===== config.mk =====
export PLATFORM = sky130hd
export DESIGN_NAME = dma_priority_arbiter_flat
export DESIGN_NICKNAME = d
export VERILOG_FILES = /design/src/rtl/dma_priority_arbiter_if.sv /design/src/rtl/dma_priority_arbiter.sv /design/src/flat_wrapper.sv
export SDC_FILE = /design/constraint.sdc
export NUM_CORES = 1
export LEC_CHECK = 0
export CAP_MARGIN = 30
export CORE_ASPECT_RATIO = 1.5
export CORE_MARGIN = 5
export CORE_UTILIZATION = 52
export CTS_CLUSTER_SIZE = 8
export DETAILED_ROUTE_END_ITERATION = 10
export PLACE_DENSITY_LB_ADDON = 0.1
export SLEW_MARGIN = 0
export SYNTH_ARGS = -nofsm -noshare
export SYNTH_HDL_FRONTEND = slang
export SYNTH_SLANG_ARGS = --single-unit

===== constraint.sdc =====
create_clock -name clk -period 5.15 [get_ports clk]
set_input_delay 1.545 -clock clk [delete_from_list [all_inputs] [get_ports clk]]
set_output_delay 1.545 -clock clk [all_outputs]
set_load 0.01 [all_outputs]

===== src/rtl/dma_priority_arbiter_if.sv =====
// Request/acknowledge bundle between the 8237A-style DMA arbiter and its
// surroundings (pins, register file, CPU hold logic, timing FSM).
//   slave  : arbiter side. It samples requests, controls and handshakes, and
//            drives hrq, svc_start, ch_sel, dack and the two status vectors.
//   master : environment side, with the directions reversed.
interface dma_priority_arbiter_if #(
    parameter int unsigned NUM_CH = 4,
    parameter int unsigned CH_W   = 2
);
    logic [NUM_CH-1:0] dreq;
    logic              dreq_sense_low;
    logic              dack_sense_high;
    logic              rotating_pri;
    logic              ctrl_disable;
    logic              mask_wr;
    logic [NUM_CH-1:0] mask_data;
    logic              smask_wr;
    logic [2:0]        smask_data;
    logic              sreq_wr;
    logic [2:0]        sreq_data;
    logic [NUM_CH-1:0] autoinit;
    logic              hlda;
    logic              svc_done;
    logic              tc;
    logic              hrq;
    logic              svc_start;
    logic [CH_W-1:0]   ch_sel;
    logic [NUM_CH-1:0] dack;
    logic [NUM_CH-1:0] mask_status;
    logic [NUM_CH-1:0] req_status;

    modport slave (
        input  dreq, dreq_sense_low, dack_sense_high, rotating_pri, ctrl_disable,
               mask_wr, mask_data, smask_wr, smask_data, sreq_wr, sreq_data,
               autoinit, hlda, svc_done, tc,
        output hrq, svc_start, ch_sel, dack, mask_status, req_status
    );

    modport master (
        output dreq, dreq_sense_low, dack_sense_high, rotating_pri, ctrl_disable,
               mask_wr, mask_data, smask_wr, smask_data, sreq_wr, sreq_data,
               autoinit, hlda, svc_done, tc,
        input  hrq, svc_start, ch_sel, dack, mask_status, req_status
    );
endinterface


===== src/rtl/dma_priority_arbiter.sv =====
// Request resolver and bus-hold sequencer for the 4-channel DMA core.
// Conditions DREQ (synchronise, polarity, software requests, masks), arbitrates
// with fixed or rotating priority, runs the HRQ/HLDA handshake and holds the
// winning channel on ch_sel/dack until the timing FSM reports svc_done.
// Ports:
//   clk     : system clock, rising edge
//   reset_n : asynchronous active-low reset
//   bus     : dma_priority_arbiter_if.slave (requests, controls, handshakes, status)
module dma_priority_arbiter #(
    parameter int unsigned NUM_CH = 4,
    parameter int unsigned CH_W   = 2
) (
    input  logic                   clk,
    input  logic                   reset_n,
    dma_priority_arbiter_if.slave  bus
);

    typedef enum logic [1:0] {
        IDLE    = 2'd0,
        REQ     = 2'd1,
        GRANT   = 2'd2,
        RELEASE = 2'd3
    } state_t;

    state_t            state;
    logic [NUM_CH-1:0] sync1;
    logic [NUM_CH-1:0] sync2;
    logic [NUM_CH-1:0] mask;
    logic [NUM_CH-1:0] sreq;
    logic [NUM_CH-1:0] ack;
    logic [CH_W-1:0]   ptr;
    logic [CH_W-1:0]   ch_sel;
    logic              hrq;
    logic              svc_start;

    logic [NUM_CH-1:0] req_c;
    logic [NUM_CH-1:0] valid_c;
    logic [CH_W-1:0]   start_c;
    logic [CH_W-1:0]   win_c;
    logic [CH_W-1:0]   ptr_next_c;
    logic [NUM_CH-1:0] mask_nxt_c;
    logic [NUM_CH-1:0] sreq_nxt_c;

    // First requesting channel found when searching upward from s, wrapping.
    function automatic logic [CH_W-1:0] pick(input logic [NUM_CH-1:0] v,
                                             input logic [CH_W-1:0]   s);
        logic [CH_W-1:0] r;
        logic            found;
        int unsigned     idx;
        r     = '0;
        found = 1'b0;
        for (int unsigned i = 0; i < NUM_CH; i++) begin
            idx = (32'(s) + i) % NUM_CH;
            if (!found && v[idx]) begin
                r     = CH_W'(idx);
                found = 1'b1;
            end
        end
        return r;
    endfunction

    // Conditioned requests and arbitration winner.
    always_comb begin
        req_c   = (sync2 ^ {NUM_CH{bus.dreq_sense_low}}) | sreq;
        valid_c = req_c & ~mask;
        start_c = bus.rotating_pri ? ptr : '0;
        win_c   = pick(valid_c, start_c);
        ptr_next_c = (32'(ch_sel) == NUM_CH - 1) ? '0 : ch_sel + CH_W'(1);
    end

    // Mask / software-request update; register writes land after the TC side
    // effects so that a same-edge write wins for the bits it touches.
    always_comb begin
        mask_nxt_c = mask;
        sreq_nxt_c = sreq;
        if (state == GRANT && bus.svc_done && bus.tc) begin
            sreq_nxt_c[ch_sel] = 1'b0;
            if (!bus.autoinit[ch_sel])
                mask_nxt_c[ch_sel] = 1'b1;
        end
        if (bus.mask_wr)
            mask_nxt_c = bus.mask_data;
        if (bus.smask_wr)
            mask_nxt_c[bus.smask_data[CH_W-1:0]] = bus.smask_data[2];
        if (bus.sreq_wr)
            sreq_nxt_c[bus.sreq_data[CH_W-1:0]] = bus.sreq_data[2];
    end

    // Synchroniser, register state and HRQ/HLDA sequencer.
    always_ff @(posedge clk or negedge reset_n) begin
        if (!reset_n) begin
            state     <= IDLE;
            sync1     <= '0;
            sync2     <= '0;
            mask      <= '1;
            sreq      <= '0;
            ack       <= '0;
            ptr       <= '0;
            ch_sel    <= '0;
            hrq       <= 1'b0;
            svc_start <= 1'b0;
        end else begin
            sync1     <= bus.dreq;
            sync2     <= sync1;
            mask      <= mask_nxt_c;
            sreq      <= sreq_nxt_c;
            svc_start <= 1'b0;
            case (state)
                IDLE: begin
                    // hlda guard keeps HRQ down until the CPU has let go.
                    if (|valid_c && !bus.ctrl_disable && !bus.hlda) begin
                        state <= REQ;
                        hrq   <= 1'b1;
                    end
                end
                REQ: begin
                    if (bus.hlda) begin
                        if (|valid_c) begin
                            state     <= GRANT;
                            ch_sel    <= win_c;
                            svc_start <= 1'b1;
                            ack       <= NUM_CH'(1) << win_c;
                        end else begin
                            // Request vanished before the bus arrived.
                            state <= RELEASE;
                            hrq   <= 1'b0;
                        end
                    end
                end
                GRANT: begin
                    if (bus.svc_done) begin
                        state <= RELEASE;
                        hrq   <= 1'b0;
                        ack   <= '0;
                        if (bus.rotating_pri)
                            ptr <= ptr_next_c;
                    end
                end
                RELEASE: begin
                    if (!bus.hlda)
                        state <= IDLE;
                end
                default: state <= IDLE;
            endcase
        end
    end

    assign bus.hrq         = hrq;
    assign bus.svc_start   = svc_start;
    assign bus.ch_sel      = ch_sel;
    assign bus.dack        = bus.dack_sense_high ? ack : ~ack;
    assign bus.mask_status = mask;
    assign bus.req_status  = req_c;

endmodule


===== src/flat_wrapper.sv =====
// flat-port wrapper written by rule: the top's interface ports become plain ports
module dma_priority_arbiter_flat 
#(
    parameter int unsigned NUM_CH = 4,
    parameter int unsigned CH_W   = 2
)
  (clk, reset_n, bus_dreq, bus_dreq_sense_low, bus_dack_sense_high, bus_rotating_pri, bus_ctrl_disable, bus_mask_wr, bus_mask_data, bus_smask_wr, bus_smask_data, bus_sreq_wr, bus_sreq_data, bus_autoinit, bus_hlda, bus_svc_done, bus_tc, bus_hrq, bus_svc_start, bus_ch_sel, bus_dack, bus_mask_status, bus_req_status);
  dma_priority_arbiter_if #(.NUM_CH(NUM_CH), .CH_W(CH_W)) bus_i ();
  input  logic clk;
  input  logic reset_n;
  input wire logic [$bits(bus_i.dreq)-1:0] bus_dreq;
  input wire logic [$bits(bus_i.dreq_sense_low)-1:0] bus_dreq_sense_low;
  input wire logic [$bits(bus_i.dack_sense_high)-1:0] bus_dack_sense_high;
  input wire logic [$bits(bus_i.rotating_pri)-1:0] bus_rotating_pri;
  input wire logic [$bits(bus_i.ctrl_disable)-1:0] bus_ctrl_disable;
  input wire logic [$bits(bus_i.mask_wr)-1:0] bus_mask_wr;
  input wire logic [$bits(bus_i.mask_data)-1:0] bus_mask_data;
  input wire logic [$bits(bus_i.smask_wr)-1:0] bus_smask_wr;
  input wire logic [$bits(bus_i.smask_data)-1:0] bus_smask_data;
  input wire logic [$bits(bus_i.sreq_wr)-1:0] bus_sreq_wr;
  input wire logic [$bits(bus_i.sreq_data)-1:0] bus_sreq_data;
  input wire logic [$bits(bus_i.autoinit)-1:0] bus_autoinit;
  input wire logic [$bits(bus_i.hlda)-1:0] bus_hlda;
  input wire logic [$bits(bus_i.svc_done)-1:0] bus_svc_done;
  input wire logic [$bits(bus_i.tc)-1:0] bus_tc;
  output wire logic [$bits(bus_i.hrq)-1:0] bus_hrq;
  output wire logic [$bits(bus_i.svc_start)-1:0] bus_svc_start;
  output wire logic [$bits(bus_i.ch_sel)-1:0] bus_ch_sel;
  output wire logic [$bits(bus_i.dack)-1:0] bus_dack;
  output wire logic [$bits(bus_i.mask_status)-1:0] bus_mask_status;
  output wire logic [$bits(bus_i.req_status)-1:0] bus_req_status;
  assign bus_i.dreq = bus_dreq;
  assign bus_i.dreq_sense_low = bus_dreq_sense_low;
  assign bus_i.dack_sense_high = bus_dack_sense_high;
  assign bus_i.rotating_pri = bus_rotating_pri;
  assign bus_i.ctrl_disable = bus_ctrl_disable;
  assign bus_i.mask_wr = bus_mask_wr;
  assign bus_i.mask_data = bus_mask_data;
  assign bus_i.smask_wr = bus_smask_wr;
  assign bus_i.smask_data = bus_smask_data;
  assign bus_i.sreq_wr = bus_sreq_wr;
  assign bus_i.sreq_data = bus_sreq_data;
  assign bus_i.autoinit = bus_autoinit;
  assign bus_i.hlda = bus_hlda;
  assign bus_i.svc_done = bus_svc_done;
  assign bus_i.tc = bus_tc;
  assign bus_hrq = bus_i.hrq;
  assign bus_svc_start = bus_i.svc_start;
  assign bus_ch_sel = bus_i.ch_sel;
  assign bus_dack = bus_i.dack;
  assign bus_mask_status = bus_i.mask_status;
  assign bus_req_status = bus_i.req_status;
  dma_priority_arbiter #(.NUM_CH(NUM_CH), .CH_W(CH_W)) u_core (.clk(clk), .reset_n(reset_n), .bus(bus_i));
endmodule

==> results of run 1 <==
==> routing by layer <==
metal,global-route usage,vias to the layer above,share of wire
met5,0,-,0
met4,0.0673,0,0.013
met3,0.0334,5,0.032
met2,0.352,32,0.54
met1,0.231,706,0.41
li1,-,732,-
==> area by class of cell <==
type                       instances  share of cell area
tap                               40              0.0218
timing repair buffer              46               0.199
multi-input combinational        137               0.428
sequential                        28               0.307
inverter                          12              0.0196
clock buffer                       4              0.0240
==> worst paths after layout <==
| check | startpoint | to | slack, ps | depth (start not counted) |
|---|---|---|---|---|
| setup / recovery | bus_dreq_sense_low | bus_req_status[3] | 510 | 4 |
| max in group asynchronous | reset_n | u_core.ptr[1] | 2730 | 2 |
| setup reg to reg | u_core.sync2[3] | u_core.ack[2] | 2780 | 7 |
| hold reg to reg | u_core.sync1[1] | u_core.sync2[1] | 360 | 0 |
| hold / removal | u_core.sync1[1] | u_core.sync2[1] | 360 | 0 |
| min in group asynchronous | reset_n | u_core.state[0] | 1760 | 1 |
==> kinds of logic after synthesis <==
family          after synthesis
simple gates                 62
mux                          12
fa+ha+maj                    10
compound gates               44
buf+inv                      15
flops                        28
xor+xnor                      9
==> flip-flops by register name, indices dropped and copies added, names as in the netlist <==
signal,flops
u_core.ack,4
u_core.bus.ch_sel,2
u_core.bus.hrq,1
u_core.bus.mask_status,4
u_core.bus.svc_start,1
u_core.ptr,2
u_core.sreq,4
u_core.state,2
u_core.sync1,4
u_core.sync2,4
==> synth_stat cells, drive strengths merged, types with 4 or more instances <==
master	count	area share
ha	10	0.072
mux2i	5	0.029
nand3	8	0.023
dfstp	4	0.060
a21oi	7	0.029
nor2	13	0.028
nand2	24	0.052
dfrtp	24	0.34
mux2	6	0.039
inv	12	0.026
xnor2	7	0.035
o21ai	13	0.037
==> power by group <==
group          switching (mW)  total (mW)  internal [mW]
clock                  0.0653       0.134         0.0684
sequential             0.0522       0.330          0.277
combinational           0.263       0.506          0.243
==> critical path, cell delays in order <==
cell,delay (ps)
clkdlybuf4s50_1,540
xnor2_1,420
nand2_1,100
clkdlybuf4s50_1,490
==> metrics by stage <==
stage / utilization / worst slack, ps
after CTS: 0.720 / 508
final: 0.720 / 510
after global placement: 0.703 / 536
after floorplan: - / 1600
after global routing: 0.720 / 419
after detailed placement: 0.703 / 509
==> key figures, run 1 <==
Floorplan
  – DIE HEIGHT: 81.0 µm
  – I/O pin total: 46
  – Placement row count: 25
  – Die Width: about 57 µm
  – Die ar.: 4650 µm²
  – Core area: approximately 3200 µm²
  – Initial core utilization: 0.548

Finish
  – Sequential standard cell area: between 700 and 800 µm²
  – Area growth, synth to finish: 31.3%
  – Antenna cells: 0
  – Share of cells above drive strength 1: 0.119
  – Commonest non-fill, non-tap cell in the layout: clkdlybuf4s50_1
  – Post-layout nets: 268
  – Cell area after layout: around 2300 µm²
  – Non-filler cells, final: approximately 270
  – Area occupied by multi-input gates: slightly below 1000 µm²
  – # fillers: 259
  – Commonest non-fill, non-tap cells in the layout: clkdlybuf4s50_1 (45), nand2_1 (24), dfrtp_1 (24), o21ai_0 (13), nor2_1 (13)

Detailed routing
  – Number of DRC markers in iteration 0: 50
  – DR vias/cell: 5.52
  – Drt wl/cell: between 15 and 20 µm
  – Post-route ant nets: 0
  – Total Wirelength: approximately 4100 µm
  – DRC viols: 0
  – First-pass DRT Iterations: 4
  – Via Count: 1475

Placement
  – Port Buffers: 45
  – Post-DP Area: ~2200 µm²
  – HPWL reported at the end of detailed placement: 3330 µm
  – Routability congestion estimate: about 0.84
  – DP Cell Count: around 260

Timing
  – TNS Setup: 0 ps
  – Final Skew: slightly below 5 ps
  – Fin crit share: 0.901
  – Max_slew headroom: 0.413
  – RSZ-0062 raised after global routing: no
  – Final setup vio count: 0
  – Worst-margin pin slew: 878 ps
  – Final hold vios: 0
  – Highest clock rate: about 220 MHz
  – Tmin final: between 4000 and 5000 ps
  – Pins Over Slew Limit: 0
  – Hold Slack: around 360 ps

Worst setup path
  – CP Capture Type: output port
  – Crit path launch type: input port
  – Data arrival time of the critical path: just over 3000 ps
  – WS Path Type: in2out
  – WP data required: 3610 ps
  – Crit Path Max Fanout: 4

Worst hold path
  – Hold Path Class: reg2reg

CTS
  – Clk sinks: 28
  – Post-cts resize count: 0
  – CTS Hold Bufs: 0
  – CTS tree: done
  – Worst-Skew Late Latency: between 200 and 300 ps
  – H-tree levels: 1
  – Post-CTS setup repair buffer count: 0
  – CTS root buffer: clkbuf_8
  – CTS Buf Count: 3
  – Longest Clk Path Bufs: 2
  – Clock transition at the registers of the reported paths: 90 ps

Logic synthesis
  – Multiplexer area fraction after synthesis: 0.0801
  – Post-synth EDFFs: 0
  – Avg Inst Size Synth: around 9.7 µm²
  – Compound-Gate Fraction of Synth Area: 0.200
  – Post-synth cell types: 45
  – XOR/XNOR share of the synthesized area: 0.0451
  – Simple-gate share of the synthesized area: 0.166
  – #FFs+latches synth: 28
  – Async S/R FF share, synth: 1.00
  – YS warnings: 0
  – Cells after Synth: 180
  – Synthesized area: about 1700 µm²
  – Syn Nets: 220
  – Synth Area in Adders: 0.0715
  – Main combinational cell family by area after synthesis: compound AO/OA/AOI/OAI gates
  – Sequential fraction of the synthesis area: 0.403
  – Ys flop type: dfrtp_1

Power
  – VDD IR-drop max: roughly 0.34 mV
  – PD cells: 422 nW/µm²
  – LEAKAGE: 0.990 nW
  – Pwr Total: 0.969 mW

Run
  – Max cap viols: 0

Global routing
  – Vias in the first global route: 1561
  – Total gr overflow: 0
  – First-pass GRT wire length: 7150 µm
  – Initial antenna violation count: 0
  – GRT Total Usage: 0.196
  – Largest net degree at the start of global routing: 21

Outcome
  – Status: completed
Note: power is estimated with default switching activity, not from simulation.
==> run 2, diff against run 1 <==
- CORE_MARGIN: 5 -> 2
==> run 2 against run 1 <==
Against the previous run:
- clock power shrank 8%
- maximum frequency down 0.30%
- power shrank 1.1%
- sequential share of layout area shrank 0.067 points
- wire length is the same
- final cell count rose by 0.37%
- core utilization rose by 0.16 points
- setup slack got worse by 14 ps
- first-iteration DRC count decreased by 2.0%
- flip-flop and latch count unchanged
- cell area rose by 0.22%
- register-to-register slack better by 20 ps
- critical path type unchanged
==> key figures, run 2 (synthesized netlist as in run 1, its figures left out) <==
Placement
  – Post-DP Area: 2240 µm² (unchanged)
  – HPWL reported at the end of detailed placement: 3230 µm (-2.9%)
  – Port Buffers: 45 (unchanged)
  – Pre-CTS setup slack: 490 ps (-19.4 ps)
  – Routability congestion estimate: 0.797 (-5.6%)

Worst setup path
  – WP data required: 3610 ps (about the same)
  – CP Capture Type: output port
  – Crit-path slowest cell: clkdlybuf4s50_1
  – Crit Path Max Fanout: 4 (unchanged)
  – R2R Setup Slk: 2800 ps (+20 ps)
  – FF-to-FF End: u_core.ack[3]
  – Crit path cell chain: clkdlybuf4s50_1 -> xnor2_1 -> nand2_1 -> clkdlybuf4s50_1
  – Reg2reg start: u_core.sync2[3]
  – Max stage delay on crit path: 540 ps (about the same)
  – Data arrival time of the critical path: 3110 ps (+20 ps)
  – Crit path launch type: input port
  – R2R depth: 7 (unchanged)
  – WS Path Type: in2out
  – Most used cell, CP: clkdlybuf4s50_1

Global routing
  – Initial antenna violation count: 0 (unchanged)
  – GRT Total Usage: 0.231 (+0.0353)
  – First-pass GRT wire length: 6650 µm (-7.0%)
  – Vias in the first global route: 1456 (-6.7%)
  – Total gr overflow: 0 (unchanged)
  – Largest net degree at the start of global routing: 22 (+4.8%)

Timing
  – TNS Setup: 0 ps (unchanged)
  – Tmin final: 4650 ps (+14.0 ps)
  – Highest clock rate: 215 MHz (-0.30%)
  – Fin crit share: 0.904 (+0.00272)
  – Final Skew: 9.43 ps (+4.61 ps)
  – Final hold vios: 0 (unchanged)
  – Post-route setup slack: 496 ps (-14.0 ps)
  – RSZ-0062 raised after global routing: no
  – Max_slew headroom: 0.615 (+0.202)
  – Worst-margin pin slew: 572 ps (-306 ps)
  – Final setup vio count: 0 (unchanged)
  – Pins Over Slew Limit: 0 (unchanged)

Power
  – Clock group share of total power: 0.128 (-0.010)
  – Sw Ratio: 0.397 (+0.00506)
  – Reg power frac: 0.345 (+0.005)
  – P_int: 0.578 mW (-1.9%)
  – LEAKAGE: 0.992 nW (+0.14%)
  – Combinational power share: 0.527 (+0.005)
  – PD cells: 416 nW/µm² (-1.3%)
  – VDD IR-drop max: 0.353 mV (+2.4%)
  – P_sw: 0.381 mW (+0.18%)
  – Pwr Total: 0.959 mW (-1.1%)

Finish
  – Commonest non-fill, non-tap cells in the layout: clkdlybuf4s50_1 (45), nand2_1 (24), dfrtp_1 (24), o21ai_0 (13), nor2_1 (13)
  – Post-layout nets: 269 (+0.37%)
  – Cell area after layout: 2300 µm² (+0.22%)
  – Commonest non-fill, non-tap cell in the layout: clkdlybuf4s50_1
  – Share of cells above drive strength 1: 0.118 (-0.000522)
  – Area growth, synth to finish: 31.6%
  – Antenna cells: 0 (unchanged)

Floorplan
  – Die ar.: 3850 µm² (-17%)
  – DIE HEIGHT: 75.0 µm (-7.4%)
  – Initial core utilization: 0.548 (unchanged)
  – Die Width: 51.4 µm (-10%)
  – Placement row count: 25 (unchanged)
  – I/O pin total: 46 (unchanged)
  – Core area: 3190 µm² (unchanged)

CTS
  – Post-cts resize count: 0 (unchanged)
  – CTS root buffer: clkbuf_8
  – Post-CTS setup repair buffer count: 0 (unchanged)
  – Worst-Skew Late Latency: 280 ps (about the same)
  – Longest Clk Path Bufs: 2 (unchanged)
  – CTS tree: done
  – CTS Hold Bufs: 0 (unchanged)
  – H-tree levels: 1 (unchanged)
  – Clock transition at the registers of the reported paths: 90 ps (about the same)
  – CTS Buf Count: 3 (unchanged)
  – Clk sinks: 28 (unchanged)

Worst hold path
  – Worst Hold Depth: 0 (unchanged)
  – Hold Crit Endpoint: u_core.sync2[1]
  – Hold Path Class: reg2reg
  – Hold path startpoint: u_core.sync1[1]

Detailed routing
  – Drt wl/cell: 15.2 µm (-0.37%)
  – First-pass DRT Iterations: 4 (unchanged)
  – DR vias/cell: 5.63 (+1.9%)
  – DRC viols: 0 (unchanged)
  – Total Wirelength: 4080 µm (unchanged)
  – Post-route ant nets: 0 (unchanged)
  – Via Count: 1509 (+2.3%)
  – Number of DRC markers in iteration 0: 49 (-2.0%)

Outcome
  – Status: completed

Run
  – Max cap viols: 0 (unchanged)
run 2: cell types whose count changed in the layout (fill, tap and decap cells not counted):
cell      delta
clkbuf_8     -1
clkbuf_1     +1
buf_8        +1
run 2: how the worst max path moves through the flow:
stage	to	start	cells past startpoint
final	bus_req_status[3]	bus_dreq_sense_low	4
after detailed placement	bus_req_status[3]	bus_dreq_sense_low	4
after global routing	bus_req_status[3]	bus_dreq_sense_low	4
after global placement	bus_req_status[3]	bus_dreq_sense_low	4
after CTS	bus_req_status[3]	bus_dreq_sense_low	4
after floorplan	bus_req_status[3]	bus_dreq_sense_low	2
run 2: area by class of cell:
class | count | area [µm²]
inverters | 12 | 45.0
repair buffers | 47 | 473
well taps | 40 | 50.0
multi-input cells | 137 | 983
clock buffers | 4 | 45.0
fillers | 254 | 888
flip-flops and latches | 28 | 706
run 2: power by group through the flow:
stage	registers, mW	logic, mW	clock network [mW]
global placement	0.330	0.480	0
global route	0.339	0.565	0.134
floorplan	0.330	0.333	0
finish	0.331	0.505	0.123
detailed placement	0.335	0.501	0
CTS	0.331	0.504	0.126
run 2: per-layer routing:
layer  GRT usage  share of wire
met1       0.276           0.41
met2       0.429           0.54
met3      0.0258          0.039
met4      0.0789          0.011
met5           0              0
run 2: critical path, delay by kind of cell:
family                    cells  cell delay (ps)
and+or+nand+nor               1              110
buffers and inverters         2             1030
xor gates and xnor gates      1              430
run 2: metrics by stage:
stage,utilization,hold WS (ps),instances
floorplan,-,331,180
global placement,0.703,336,263
detailed placement,0.703,343,263
CTS,0.717,363,267
global route,0.722,366,268
finish,0.722,358,268
